$ cat src/rtl/proc_pkg.sv
// Shared definitions for the six-instruction 16-bit processor: opcodes, controller
// states, ALU select codes, instruction field positions and the control bundle.
package proc_pkg;

    localparam int INSTR_W = 16;
    localparam int REG_A_W = 4;
    localparam int DADDR_W = 8;

    localparam int OPC_LSB  = 12;
    localparam int RA_LSB   = 8;
    localparam int RB_LSB   = 4;
    localparam int RC_LSB   = 0;
    localparam int DADR_LSB = 0;

    localparam logic [2:0] ALU_PASS = 3'd0;
    localparam logic [2:0] ALU_ADD  = 3'd1;
    localparam logic [2:0] ALU_SUB  = 3'd2;

    typedef enum logic [3:0] {
        OP_NOOP  = 4'd0,
        OP_STORE = 4'd1,
        OP_LOAD  = 4'd2,
        OP_ADD   = 4'd3,
        OP_SUB   = 4'd4,
        OP_HALT  = 4'd5
    } opcode_e;

    typedef enum logic [3:0] {
        ST_INIT   = 4'd0,
        ST_FETCH  = 4'd1,
        ST_DECODE = 4'd2,
        ST_LOAD_A = 4'd3,
        ST_LOAD_B = 4'd4,
        ST_STORE  = 4'd5,
        ST_ADD    = 4'd6,
        ST_SUB    = 4'd7,
        ST_NOOP   = 4'd8,
        ST_HALT   = 4'd9
    } state_e;

    typedef struct packed {
        logic               im_rd;
        logic [DADDR_W-1:0] d_addr;
        logic               d_wr;
        logic               rf_s;
        logic [REG_A_W-1:0] rf_w_addr;
        logic               rf_w_en;
        logic [REG_A_W-1:0] rf_ra_addr;
        logic [REG_A_W-1:0] rf_rb_addr;
        logic [2:0]         alu_s;
    } ctrl_t;

    // Unassigned opcodes (6..15) fall through to NOOP.
    function automatic state_e exec_state(input logic [3:0] opc);
        state_e st;
        case (opc)
            OP_STORE: st = ST_STORE;
            OP_LOAD:  st = ST_LOAD_A;
            OP_ADD:   st = ST_ADD;
            OP_SUB:   st = ST_SUB;
            OP_HALT:  st = ST_HALT;
            default:  st = ST_NOOP;
        endcase
        return st;
    endfunction

endpackage

$ cat src/rtl/control_unit_if.sv
// Controller-side bus: instruction ROM port, datapath control lines and debug taps.
interface control_unit_if #(
    parameter int PC_W = 7
);
    logic [PC_W-1:0] IM_addr;
    logic            IM_rd;
    logic [15:0]     IM_q;
    logic [7:0]      D_addr;
    logic            D_wr;
    logic            RF_s;
    logic [3:0]      RF_W_addr;
    logic            RF_W_en;
    logic [3:0]      RF_Ra_addr;
    logic [3:0]      RF_Rb_addr;
    logic [2:0]      ALU_s0;
    logic [PC_W-1:0] PC_out;
    logic [15:0]     IR_out;
    logic [3:0]      State_out;

    modport master (
        output IM_addr, IM_rd, D_addr, D_wr, RF_s, RF_W_addr, RF_W_en,
               RF_Ra_addr, RF_Rb_addr, ALU_s0, PC_out, IR_out, State_out,
        input  IM_q
    );

    modport slave (
        input  IM_addr, IM_rd, D_addr, D_wr, RF_s, RF_W_addr, RF_W_en,
               RF_Ra_addr, RF_Rb_addr, ALU_s0, PC_out, IR_out, State_out,
        output IM_q
    );
endinterface

$ cat src/rtl/control_fsm.sv
// Moore sequencer for the multicycle controller: state register, next-state
// logic and the per-state decode of datapath controls from the IR fields.
module control_fsm
    import proc_pkg::*;
(
    input  logic        clk,
    input  logic        srst,
    input  logic [3:0]  opcode_i,
    input  logic [11:0] ir_i,
    output state_e      state_o,
    output logic        fetch_o,
    output logic        decode_o,
    output ctrl_t       ctrl_o
);

    state_e state_q;
    state_e state_d;

    always_ff @(posedge clk) begin
        if (srst) begin
            state_q <= ST_INIT;
        end else begin
            state_q <= state_d;
        end
    end

    // In DECODE the branch uses the ROM word directly; the IR only loads at the end of it.
    always_comb begin
        state_d = state_q;
        case (state_q)
            ST_INIT:   state_d = ST_FETCH;
            ST_FETCH:  state_d = ST_DECODE;
            ST_DECODE: state_d = exec_state(opcode_i);
            ST_LOAD_A: state_d = ST_LOAD_B;
            ST_LOAD_B: state_d = ST_FETCH;
            ST_STORE:  state_d = ST_FETCH;
            ST_ADD:    state_d = ST_FETCH;
            ST_SUB:    state_d = ST_FETCH;
            ST_NOOP:   state_d = ST_FETCH;
            ST_HALT:   state_d = ST_HALT;
            default:   state_d = ST_INIT;
        endcase
    end

    always_comb begin
        ctrl_o   = '0;
        fetch_o  = 1'b0;
        decode_o = 1'b0;
        case (state_q)
            ST_FETCH: begin
                fetch_o      = 1'b1;
                ctrl_o.im_rd = 1'b1;
            end
            ST_DECODE: begin
                decode_o = 1'b1;
            end
            ST_LOAD_A: begin
                ctrl_o.d_addr = ir_i[DADR_LSB +: DADDR_W];
                ctrl_o.rf_s   = 1'b1;
            end
            ST_LOAD_B: begin
                ctrl_o.d_addr    = ir_i[DADR_LSB +: DADDR_W];
                ctrl_o.rf_s      = 1'b1;
                ctrl_o.rf_w_addr = ir_i[RA_LSB +: REG_A_W];
                ctrl_o.rf_w_en   = 1'b1;
            end
            ST_STORE: begin
                ctrl_o.d_addr     = ir_i[DADR_LSB +: DADDR_W];
                ctrl_o.rf_ra_addr = ir_i[RA_LSB +: REG_A_W];
                ctrl_o.d_wr       = 1'b1;
            end
            ST_ADD, ST_SUB: begin
                ctrl_o.rf_ra_addr = ir_i[RB_LSB +: REG_A_W];
                ctrl_o.rf_rb_addr = ir_i[RC_LSB +: REG_A_W];
                ctrl_o.rf_w_addr  = ir_i[RA_LSB +: REG_A_W];
                ctrl_o.rf_w_en    = 1'b1;
                ctrl_o.alu_s      = (state_q == ST_ADD) ? ALU_ADD : ALU_SUB;
            end
            default: begin
            end
        endcase
        // A cycle with reset asserted must never commit a write, whatever the state.
        if (srst) begin
            ctrl_o.d_wr    = 1'b0;
            ctrl_o.rf_w_en = 1'b0;
        end
    end

    assign state_o = state_q;

endmodule

$ cat src/rtl/control_unit.sv
// Multicycle processor controller: holds PC and IR, drives the instruction ROM
// and presents the sequencer's decoded controls to the datapath.
module control_unit
    import proc_pkg::*;
#(
    parameter int PC_W = 7
) (
    input  logic           Clock,
    input  logic           Reset,
    control_unit_if.master bus
);

    logic [PC_W-1:0]    pc_q;
    logic [PC_W-1:0]    pc_d;
    logic [INSTR_W-1:0] ir_q;
    logic [INSTR_W-1:0] ir_d;

    state_e state;
    logic   fetch;
    logic   decode;
    ctrl_t  ctrl;

    control_fsm u_fsm (
        .clk      (Clock),
        .srst     (Reset),
        .opcode_i (bus.IM_q[OPC_LSB +: 4]),
        .ir_i     (ir_q[11:0]),
        .state_o  (state),
        .fetch_o  (fetch),
        .decode_o (decode),
        .ctrl_o   (ctrl)
    );

    // PC advances once per instruction in FETCH and wraps at the ROM size.
    always_comb begin
        pc_d = pc_q;
        ir_d = ir_q;
        if (fetch) begin
            pc_d = pc_q + 1'b1;
        end
        if (decode) begin
            ir_d = bus.IM_q;
        end
    end

    always_ff @(posedge Clock) begin
        if (Reset) begin
            pc_q <= '0;
            ir_q <= '0;
        end else begin
            pc_q <= pc_d;
            ir_q <= ir_d;
        end
    end

    assign bus.IM_addr    = fetch ? pc_q : '0;
    assign bus.IM_rd      = ctrl.im_rd;
    assign bus.D_addr     = ctrl.d_addr;
    assign bus.D_wr       = ctrl.d_wr;
    assign bus.RF_s       = ctrl.rf_s;
    assign bus.RF_W_addr  = ctrl.rf_w_addr;
    assign bus.RF_W_en    = ctrl.rf_w_en;
    assign bus.RF_Ra_addr = ctrl.rf_ra_addr;
    assign bus.RF_Rb_addr = ctrl.rf_rb_addr;
    assign bus.ALU_s0     = ctrl.alu_s;
    assign bus.PC_out     = pc_q;
    assign bus.IR_out     = ir_q;
    assign bus.State_out  = state;

endmodule

$ cat src/flat_wrapper.sv
// flat-port wrapper written by rule: the top's interface ports become plain ports
module control_unit_flat import proc_pkg::*;
#(
    parameter int PC_W = 7
)
  (Clock, Reset, bus_IM_addr, bus_IM_rd, bus_D_addr, bus_D_wr, bus_RF_s, bus_RF_W_addr, bus_RF_W_en, bus_RF_Ra_addr, bus_RF_Rb_addr, bus_ALU_s0, bus_PC_out, bus_IR_out, bus_State_out, bus_IM_q);
  control_unit_if #(.PC_W(PC_W)) bus_i ();
  input  logic Clock;
  input  logic Reset;
  output wire logic [$bits(bus_i.IM_addr)-1:0] bus_IM_addr;
  output wire logic [$bits(bus_i.IM_rd)-1:0] bus_IM_rd;
  output wire logic [$bits(bus_i.D_addr)-1:0] bus_D_addr;
  output wire logic [$bits(bus_i.D_wr)-1:0] bus_D_wr;
  output wire logic [$bits(bus_i.RF_s)-1:0] bus_RF_s;
  output wire logic [$bits(bus_i.RF_W_addr)-1:0] bus_RF_W_addr;
  output wire logic [$bits(bus_i.RF_W_en)-1:0] bus_RF_W_en;
  output wire logic [$bits(bus_i.RF_Ra_addr)-1:0] bus_RF_Ra_addr;
  output wire logic [$bits(bus_i.RF_Rb_addr)-1:0] bus_RF_Rb_addr;
  output wire logic [$bits(bus_i.ALU_s0)-1:0] bus_ALU_s0;
  output wire logic [$bits(bus_i.PC_out)-1:0] bus_PC_out;
  output wire logic [$bits(bus_i.IR_out)-1:0] bus_IR_out;
  output wire logic [$bits(bus_i.State_out)-1:0] bus_State_out;
  input wire logic [$bits(bus_i.IM_q)-1:0] bus_IM_q;
  assign bus_IM_addr = bus_i.IM_addr;
  assign bus_IM_rd = bus_i.IM_rd;
  assign bus_D_addr = bus_i.D_addr;
  assign bus_D_wr = bus_i.D_wr;
  assign bus_RF_s = bus_i.RF_s;
  assign bus_RF_W_addr = bus_i.RF_W_addr;
  assign bus_RF_W_en = bus_i.RF_W_en;
  assign bus_RF_Ra_addr = bus_i.RF_Ra_addr;
  assign bus_RF_Rb_addr = bus_i.RF_Rb_addr;
  assign bus_ALU_s0 = bus_i.ALU_s0;
  assign bus_PC_out = bus_i.PC_out;
  assign bus_IR_out = bus_i.IR_out;
  assign bus_State_out = bus_i.State_out;
  assign bus_i.IM_q = bus_IM_q;
  control_unit #(.PC_W(PC_W)) u_core (.Clock(Clock), .Reset(Reset), .bus(bus_i));
endmodule
$ cat config.mk
export PLATFORM = sky130hd
export DESIGN_NAME = control_unit_flat
export DESIGN_NICKNAME = d
export VERILOG_FILES = /design/src/rtl/proc_pkg.sv /design/src/rtl/control_unit_if.sv /design/src/rtl/control_fsm.sv /design/src/rtl/control_unit.sv /design/src/flat_wrapper.sv
export SDC_FILE = /design/constraint.sdc
export NUM_CORES = 1
export LEC_CHECK = 0
export CAP_MARGIN = 20
export CORE_MARGIN = 1.5
export CORE_UTILIZATION = 39
export CTS_CLUSTER_SIZE = 20
export DETAILED_ROUTE_END_ITERATION = 8
export HOLD_SLACK_MARGIN = 0.02
export PLACE_DENSITY = 0.92
export SLEW_MARGIN = 20
export SYNTH_ARGS = -nofsm -noshare
export SYNTH_HDL_FRONTEND = slang
export SYNTH_SLANG_ARGS = --single-unit
export TNS_END_PERCENT = 10
$ cat constraint.sdc
create_clock -name Clock -period 2.3 [get_ports Clock]
set_clock_uncertainty 0.05 [all_clocks]
set_input_delay 0.345 -clock Clock [delete_from_list [all_inputs] [get_ports Clock]]
set_output_delay 0.345 -clock Clock [all_outputs]
set_load 0.02 [all_outputs]
==> flow_metrics.py, run 1 <==
metrics = {
    "status": {
        "outcome": "completed",
    },
    "floorplanning": {
        "dieArea_sq_um": 4070,
        "rows": 21,
        "dieHeight_microns": 63.8,
        "die_width_microns": 63.8,
        "start_util_pct": 41.9,
        "core_sq_um": 3440,
        "ioPinCount": 79,
    },
    "cells_and_area": {
        "fin_area_sq_um": 2340,
        "nFillCells": 289,
        "area_growth_pct": 62.3,
        "final_cell_count_no_fill": 318,
        "drive_above_1_share_pct": 8.82,
        "n_antenna_cell": 0,
        "num-nets-final": 292,
    },
    "critical_path": {
        "rrSetupSlack_ns": 0.40,
        "critPathArrivalTime_ns": 1.76,
        "cp-end-kind": "output port",
        "crit_fanout": 13,
        "path_class": "register to output port",
        "cp.required_ns": 1.90,
        "r2r-end": "u_core.bus.PC_out[5]",
        "reg2regPathDepth": 4,
        "worstReg2RegStart": "u_core.u_fsm.state_o[3]",
        "start_kind": "register",
    },
    "drt": {
        "drc": 0,
        "wire_per_inst_microns": 12.7,
        "dr.pass1.iters": 4,
        "vias": 1569,
        "viasPerCell": 4.93,
        "totalWireLength_microns": 4050,
        "ant_nets": 0,
        "first_iter_violations": 48,
    },
    "timing": {
        "clock.fmax_mhz": 464,
        "fin_ws_ns": 0.143,
        "hold-worst-slack_ns": 0.410,
        "hold_viol_final": 0,
        "post-route-period-util_pct": 93.8,
        "slew_headroom_pct": 64.2,
        "period_needed_ns": 2.16,
        "worst_pin_slew_ns": 0.536,
        "finalSetupViolCount": 0,
        "rsz0062_at_grt": "no",
        "slew_viol_final": 0,
        "setup_tns_ns": 0,
    },
    "placement": {
        "place_congestion": 0.796,
        "place_area_sq_um": 2270,
        "port_buffers": 77,
        "pre_cts_slack_ns": 0.135,
        "hpwlAfterDp_microns": 2910,
        "dp_cells": 314,
    },
    "hold_path": {
        "holdPathEnd": "u_core.bus.IR_out[12]",
        "worstHoldStart": "u_core.bus.IR_out[12]",
        "whs_path_depth": 2,
        "hold_path_class": "register to register",
    },
    "yosys": {
        "synth.distinct_cells": 33,
        "synth_cells": 195,
        "synth_compound_area_share_pct": 15.0,
        "synth_top_family_by_area": "simple AND/OR/NAND/NOR gates",
        "synthSimpleGateAreaFrac_pct": 37.6,
        "synth_area_leaders": "dfxtp_1, nand2_1, a21oi_1",
        "synth_top_flop_cell": "dfxtp_1",
        "muxShareOfSynthArea_pct": 1.56,
        "syn_area_per_cell_sq_um": 7.40,
        "synth_seq_cells": 27,
        "netlist.top_cell.by_area": "dfxtp_1",
        "synth-edff-count": 0,
        "synth_top_area_share_pct": 37.5,
        "synthXorXnorAreaFrac_pct": 0.607,
        "yosysWarnings": 0,
        "synthAdderAreaFrac_pct": 0.867,
        "ys_seq_area_share_pct": 37.5,
        "yosysMostFrequentCell": "nand2_1",
        "ys_top_cells_by_count": "nand2_1, a21oi_1, dfxtp_1",
        "synth_area_sq_um": 1440,
        "synth_nets": 214,
        "synth-async-reset-ratio_pct": 0,
    },
    "clocking": {
        "clock-root-buffer": "clkbuf_8",
        "clk_pin_slew_ns": 0.10,
        "htreeDepth": 1,
        "cts.sinks": 27,
        "clock_path_buffers": 2,
        "cts-hold-fix-buffers": 0,
        "clk_latency_ns": 0.28,
        "cts_tree": "done",
        "cts_buffers": 3,
    },
    "global_routing": {
        "grt_pass1_wl_microns": 6710,
        "overflow": 0,
        "grt_pass1_vias": 1526,
        "grt_max_degree": 22,
        "grt_antenna_before_repair": 0,
        "grt_util_all_layers_pct": 20.3,
    },
    "power": {
        "power_leakage_nw": 1.09,
        "irDropWorstVdd_v": 0.000334,
        "power_density_nw_per_um2": 497,
    },
    "flow_run": {
        "maxCapViolCount": 0,
    },
}
## cell type report
type | count | area [sq um] | share of cell area (%)
Sequential cell | 27 | 542 | 23.1
Inverter | 6 | 22.5 | 0.962
Multi-Input combinational cell | 148 | 813 | 34.7
Timing Repair Buffer | 87 | 857 | 36.6
Clock buffer | 3 | 41.3 | 1.76
Tap cell | 46 | 57.6 | 2.46
Clock inverter | 1 | 7.51 | 0.321
## critical path, cell delays in order, from the launching register on
cell and delay (ns):
dfxtp_1 0.35, or4b_4 0.53, buf_4 0.19, nor2_1 0.08
dlygate4sd2_1 0.34
## state kept, by name, indices dropped and copies added, names as in the netlist
name and flops:
u_core.u_fsm.state_o 4, u_core.bus.PC_out 7, u_core.bus.IR_out 16
## kinds of logic (layout without fill, tap and decap cells)
kind of cell / Yosys count / after routing
and+or+nand+nor: 103 / 103
AOI/OAI and AO/OA: 40 / 40
DFF: 27 / 27
buffers and inverters: 20 / 97
muxes: 2 / 2
adders and majority gates: 1 / 1
other: 1 / 1
xor gates and xnor gates: 1 / 1
## cell usage in the layout (no fill, tap or decap)
cell type / Yosys / layout
nor4b_2: 1 / 1
a21oi_1: 27 / 27
or4b_2: 1 / 1
dfxtp_2: 0 / 1
nand3_1: 2 / 2
nand3b_1: 5 / 5
or4b_4: 1 / 1
dlygate4sd2_1: 0 / 15
a211oi_1: 1 / 1
and2_1: 21 / 21
nand2b_1: 3 / 2
a31oi_1: 1 / 1
nand4b_1: 1 / 1
clkdlybuf4s50_1: 0 / 50
o211ai_1: 2 / 2
o21ai_0: 6 / 6
nor2_2: 0 / 1
nand2_1: 40 / 40
dfxtp_1: 27 / 26
nand2b_2: 0 / 1
mux2_2: 2 / 2
o21a_1: 2 / 2
buf_4: 1 / 10
o31ai_1: 1 / 1
nor3b_1: 2 / 2
xnor2_1: 1 / 1
and3b_2: 0 / 1
nor2_1: 12 / 11
clkbuf_8: 0 / 3
or3_1: 4 / 4
inv_2: 0 / 1
dlymetal6s2s_1: 0 / 12
nor4_1: 3 / 3
nor2b_1: 4 / 4
conb_1: 1 / 1
inv_1: 6 / 5
ha_1: 1 / 1
nor3_1: 2 / 2
clkinvlp_4: 0 / 1
## timing repair
item,4_1_cts,5_1_grt
setup buffers,0,0
gates resized for setup,17,15
endpoints found under the setup margin,21,16
pin swaps,0,0
## worst max path at each step
| stage | slack [ns] | from | cells after the start | end |
|---|---|---|---|---|
| floorplan | 0.18 | u_core.u_fsm.state_o[1] | 5 | bus_IM_addr[0] |
| global placement | 0.14 | Reset | 3 | bus_D_wr |
| detailed placement | 0.13 | u_core.u_fsm.state_o[2] | 4 | bus_IM_addr[0] |
| CTS | -0.09 | u_core.u_fsm.state_o[2] | 4 | bus_IM_addr[1] |
| global route | 0.01 | u_core.u_fsm.state_o[1] | 6 | bus_D_addr[0] |
| finish | 0.14 | u_core.u_fsm.state_o[3] | 4 | bus_IM_addr[4] |
## per-layer routing
layer / global-route usage, % / share of wire [%]
met3: 5.81 / 7.0
met4: 6.52 / 1.1
met2: 35.7 / 49
met1: 23.7 / 43
met5: 0 / 0
## through the flow
stage                     total power [mW]  utilization, %
final                                 1.16            68.0
after global placement               0.885            66.0
after floorplan                      0.736               -
after CTS                             1.17            67.0
after detailed placement             0.892            66.0
after global routing                  1.22            68.0
## where the power goes
group	switching, mW	internal [mW]
clock	0.160	0.123
sequential	0.0275	0.499
combinational	0.193	0.161
total	0.380	0.784
Power figures use the tool's default switching activity.
==> inputs of run 2 (changes only) <==
Settings changed: MAX_ROUTING_LAYER from default to met4.
==> flow_metrics.py, run 2 (synthesized netlist as in run 1, its figures left out) <==
metrics = {
    "clocking": {
        "clk_pin_slew_ns": 0.10,
        "clk_latency_ns": 0.28,
        "cts_tree": "done",
        "clock-root-buffer": "clkbuf_8",
        "htreeDepth": 1,
        "cts_buffers": 3,
        "cts.sinks": 27,
        "cts-hold-fix-buffers": 0,
        "clock_path_buffers": 2,
    },
    "drt": {
        "first_iter_violations": 48,
        "wire_per_inst_microns": 12.7,
        "vias": 1570,
        "dr.pass1.iters": 4,
        "viasPerCell": 4.94,
        "ant_nets": 0,
        "totalWireLength_microns": 4050,
        "drc": 0,
    },
    "global_routing": {
        "grt_max_degree": 22,
        "grt_antenna_before_repair": 0,
        "grt_use_met2_pct": 35.8,
        "grt_use_met3_pct": 4.40,
        "overflow": 0,
        "grt_pass1_vias": 1529,
        "grt_util_all_layers_pct": 20.9,
        "use_met1_pct": 24.3,
        "grt_pass1_wl_microns": 6690,
        "busiest_layer": "met2",
    },
    "power": {
        "p_int_uw": 784,
        "power_density_nw_per_um2": 498,
        "pwr-share-comb_pct": 30.4,
        "irDropWorstVdd_v": 0.000334,
        "power_leakage_nw": 1.09,
        "power.share.switching_pct": 32.7,
        "power_frac_seq_pct": 45.2,
        "power_switching_uw": 381,
        "clock_power_share_pct": 24.4,
    },
    "cells_and_area": {
        "n_antenna_cell": 0,
        "drive_above_1_share_pct": 8.82,
        "final_cell_count_no_fill": 318,
        "final_cell_mix": "clkdlybuf4s50_1, nand2_1, a21oi_1",
        "num-nets-final": 292,
        "fin_area_sq_um": 2340,
        "nFillCells": 289,
        "largest_reg_flops": 16,
        "area_growth_pct": 62.3,
        "final_common_cell": "clkdlybuf4s50_1",
    },
    "floorplanning": {
        "start_util_pct": 41.9,
        "die_width_microns": 63.8,
        "rows": 21,
        "dieArea_sq_um": 4070,
        "ioPinCount": 79,
        "core_sq_um": 3440,
        "dieHeight_microns": 63.8,
    },
    "timing": {
        "hold_viol_final": 0,
        "rsz0062_at_grt": "no",
        "clock.fmax_mhz": 463,
        "finalSetupViolCount": 0,
        "slew_viol_final": 0,
        "fin_ws_ns": 0.142,
        "slew_headroom_pct": 65.4,
        "period_needed_ns": 2.16,
        "worst_pin_slew_ns": 0.517,
        "post-route-period-util_pct": 93.8,
    },
    "hold_path": {
        "worstHoldStart": "u_core.bus.IR_out[12]",
        "whs_path_depth": 2,
        "hold_path_class": "register to register",
        "holdPathEnd": "u_core.bus.IR_out[12]",
    },
    "flow_run": {
        "maxCapViolCount": 0,
    },
    "placement": {
        "hpwlAfterDp_microns": 2910,
        "pre_cts_slack_ns": 0.135,
        "place_area_sq_um": 2270,
        "place_congestion": 0.808,
        "port_buffers": 77,
        "dp_cells": 314,
    },
    "critical_path": {
        "cp.required_ns": 1.90,
        "reg2regPathDepth": 4,
        "worstReg2RegStart": "u_core.u_fsm.state_o[3]",
        "rrSetupSlack_ns": 0.40,
        "critPathArrivalTime_ns": 1.76,
        "r2r-end": "u_core.bus.PC_out[5]",
        "cp-end-kind": "output port",
        "path_class": "register to output port",
        "crit_fanout": 13,
        "start_kind": "register",
    },
    "status": {
        "outcome": "completed",
    },
}
run 2: cell counts in the layout (fill, tap and decap cells not counted):
No cell type changed its count.
run 2: worst max-delay path, stage by stage, from the launching register on:
cell and delay, ns:
dfxtp_1 0.35, or4b_4 0.53, buf_4 0.19, nor2_1 0.08
dlygate4sd2_1 0.34
run 2: routing by layer:
| layer | share of wire [%] | vias up | wire length [microns] |
|---|---|---|---|
| met1 | 44 | 711 | 1780 |
| met3 | 5.3 | 5 | 214 |
| li1 | - | 798 | - |
| met5 | 0 | - | 0 |
| met4 | 1.1 | 0 | 44 |
| met2 | 50 | 56 | 2010 |
run 2: power by group through the flow:
stage | logic [mW] | clock network [mW] | registers (mW)
after floorplan | 0.163 | 0 | 0.573
after global placement | 0.350 | 0 | 0.535
after detailed placement | 0.356 | 0 | 0.536
after CTS | 0.356 | 0.285 | 0.526
after global routing | 0.386 | 0.303 | 0.532
final | 0.354 | 0.284 | 0.527
run 2: how the worst max path moves through the flow:
stage	startpoint	endpoint	slack, ns	cells after the start
after floorplan	u_core.u_fsm.state_o[1]	bus_IM_addr[0]	0.18	5
after global placement	Reset	bus_D_wr	0.14	3
after detailed placement	u_core.u_fsm.state_o[2]	bus_IM_addr[0]	0.13	4
after CTS	u_core.u_fsm.state_o[2]	bus_IM_addr[1]	-0.09	4
after global routing	u_core.u_fsm.state_o[1]	bus_D_addr[0]	0.01	6
final	u_core.u_fsm.state_o[3]	bus_IM_addr[4]	0.14	4
run 2: layout make-up:
type | count | area, sq um | area share [%]
clock buffers | 3 | 41.3 | 1.76
multi-input cells | 148 | 813 | 34.7
flip-flops and latches | 27 | 542 | 23.1
well taps | 46 | 57.6 | 2.46
clock inverters | 1 | 7.51 | 0.321
inverters | 6 | 22.5 | 0.962
repair buffers | 87 | 857 | 36.6
run 2: per-stage QoR:
step	utilization, %	hold WS (ns)	setup TNS, ns	power (mW)
after floorplan	-	0.431	0	0.736
after global placement	66.0	0.390	0	0.885
after detailed placement	66.0	0.397	0	0.892
after CTS	67.0	0.411	-0.170	1.17
after global routing	68.0	0.446	0	1.22
final	68.0	0.410	0	1.17
run 2: timing repair:
action / CTS / global route
setup endpoints to repair: 21 / 16
pin swaps: 0 / 0
setup buffers: 0 / 0
gates resized for setup: 17 / 15
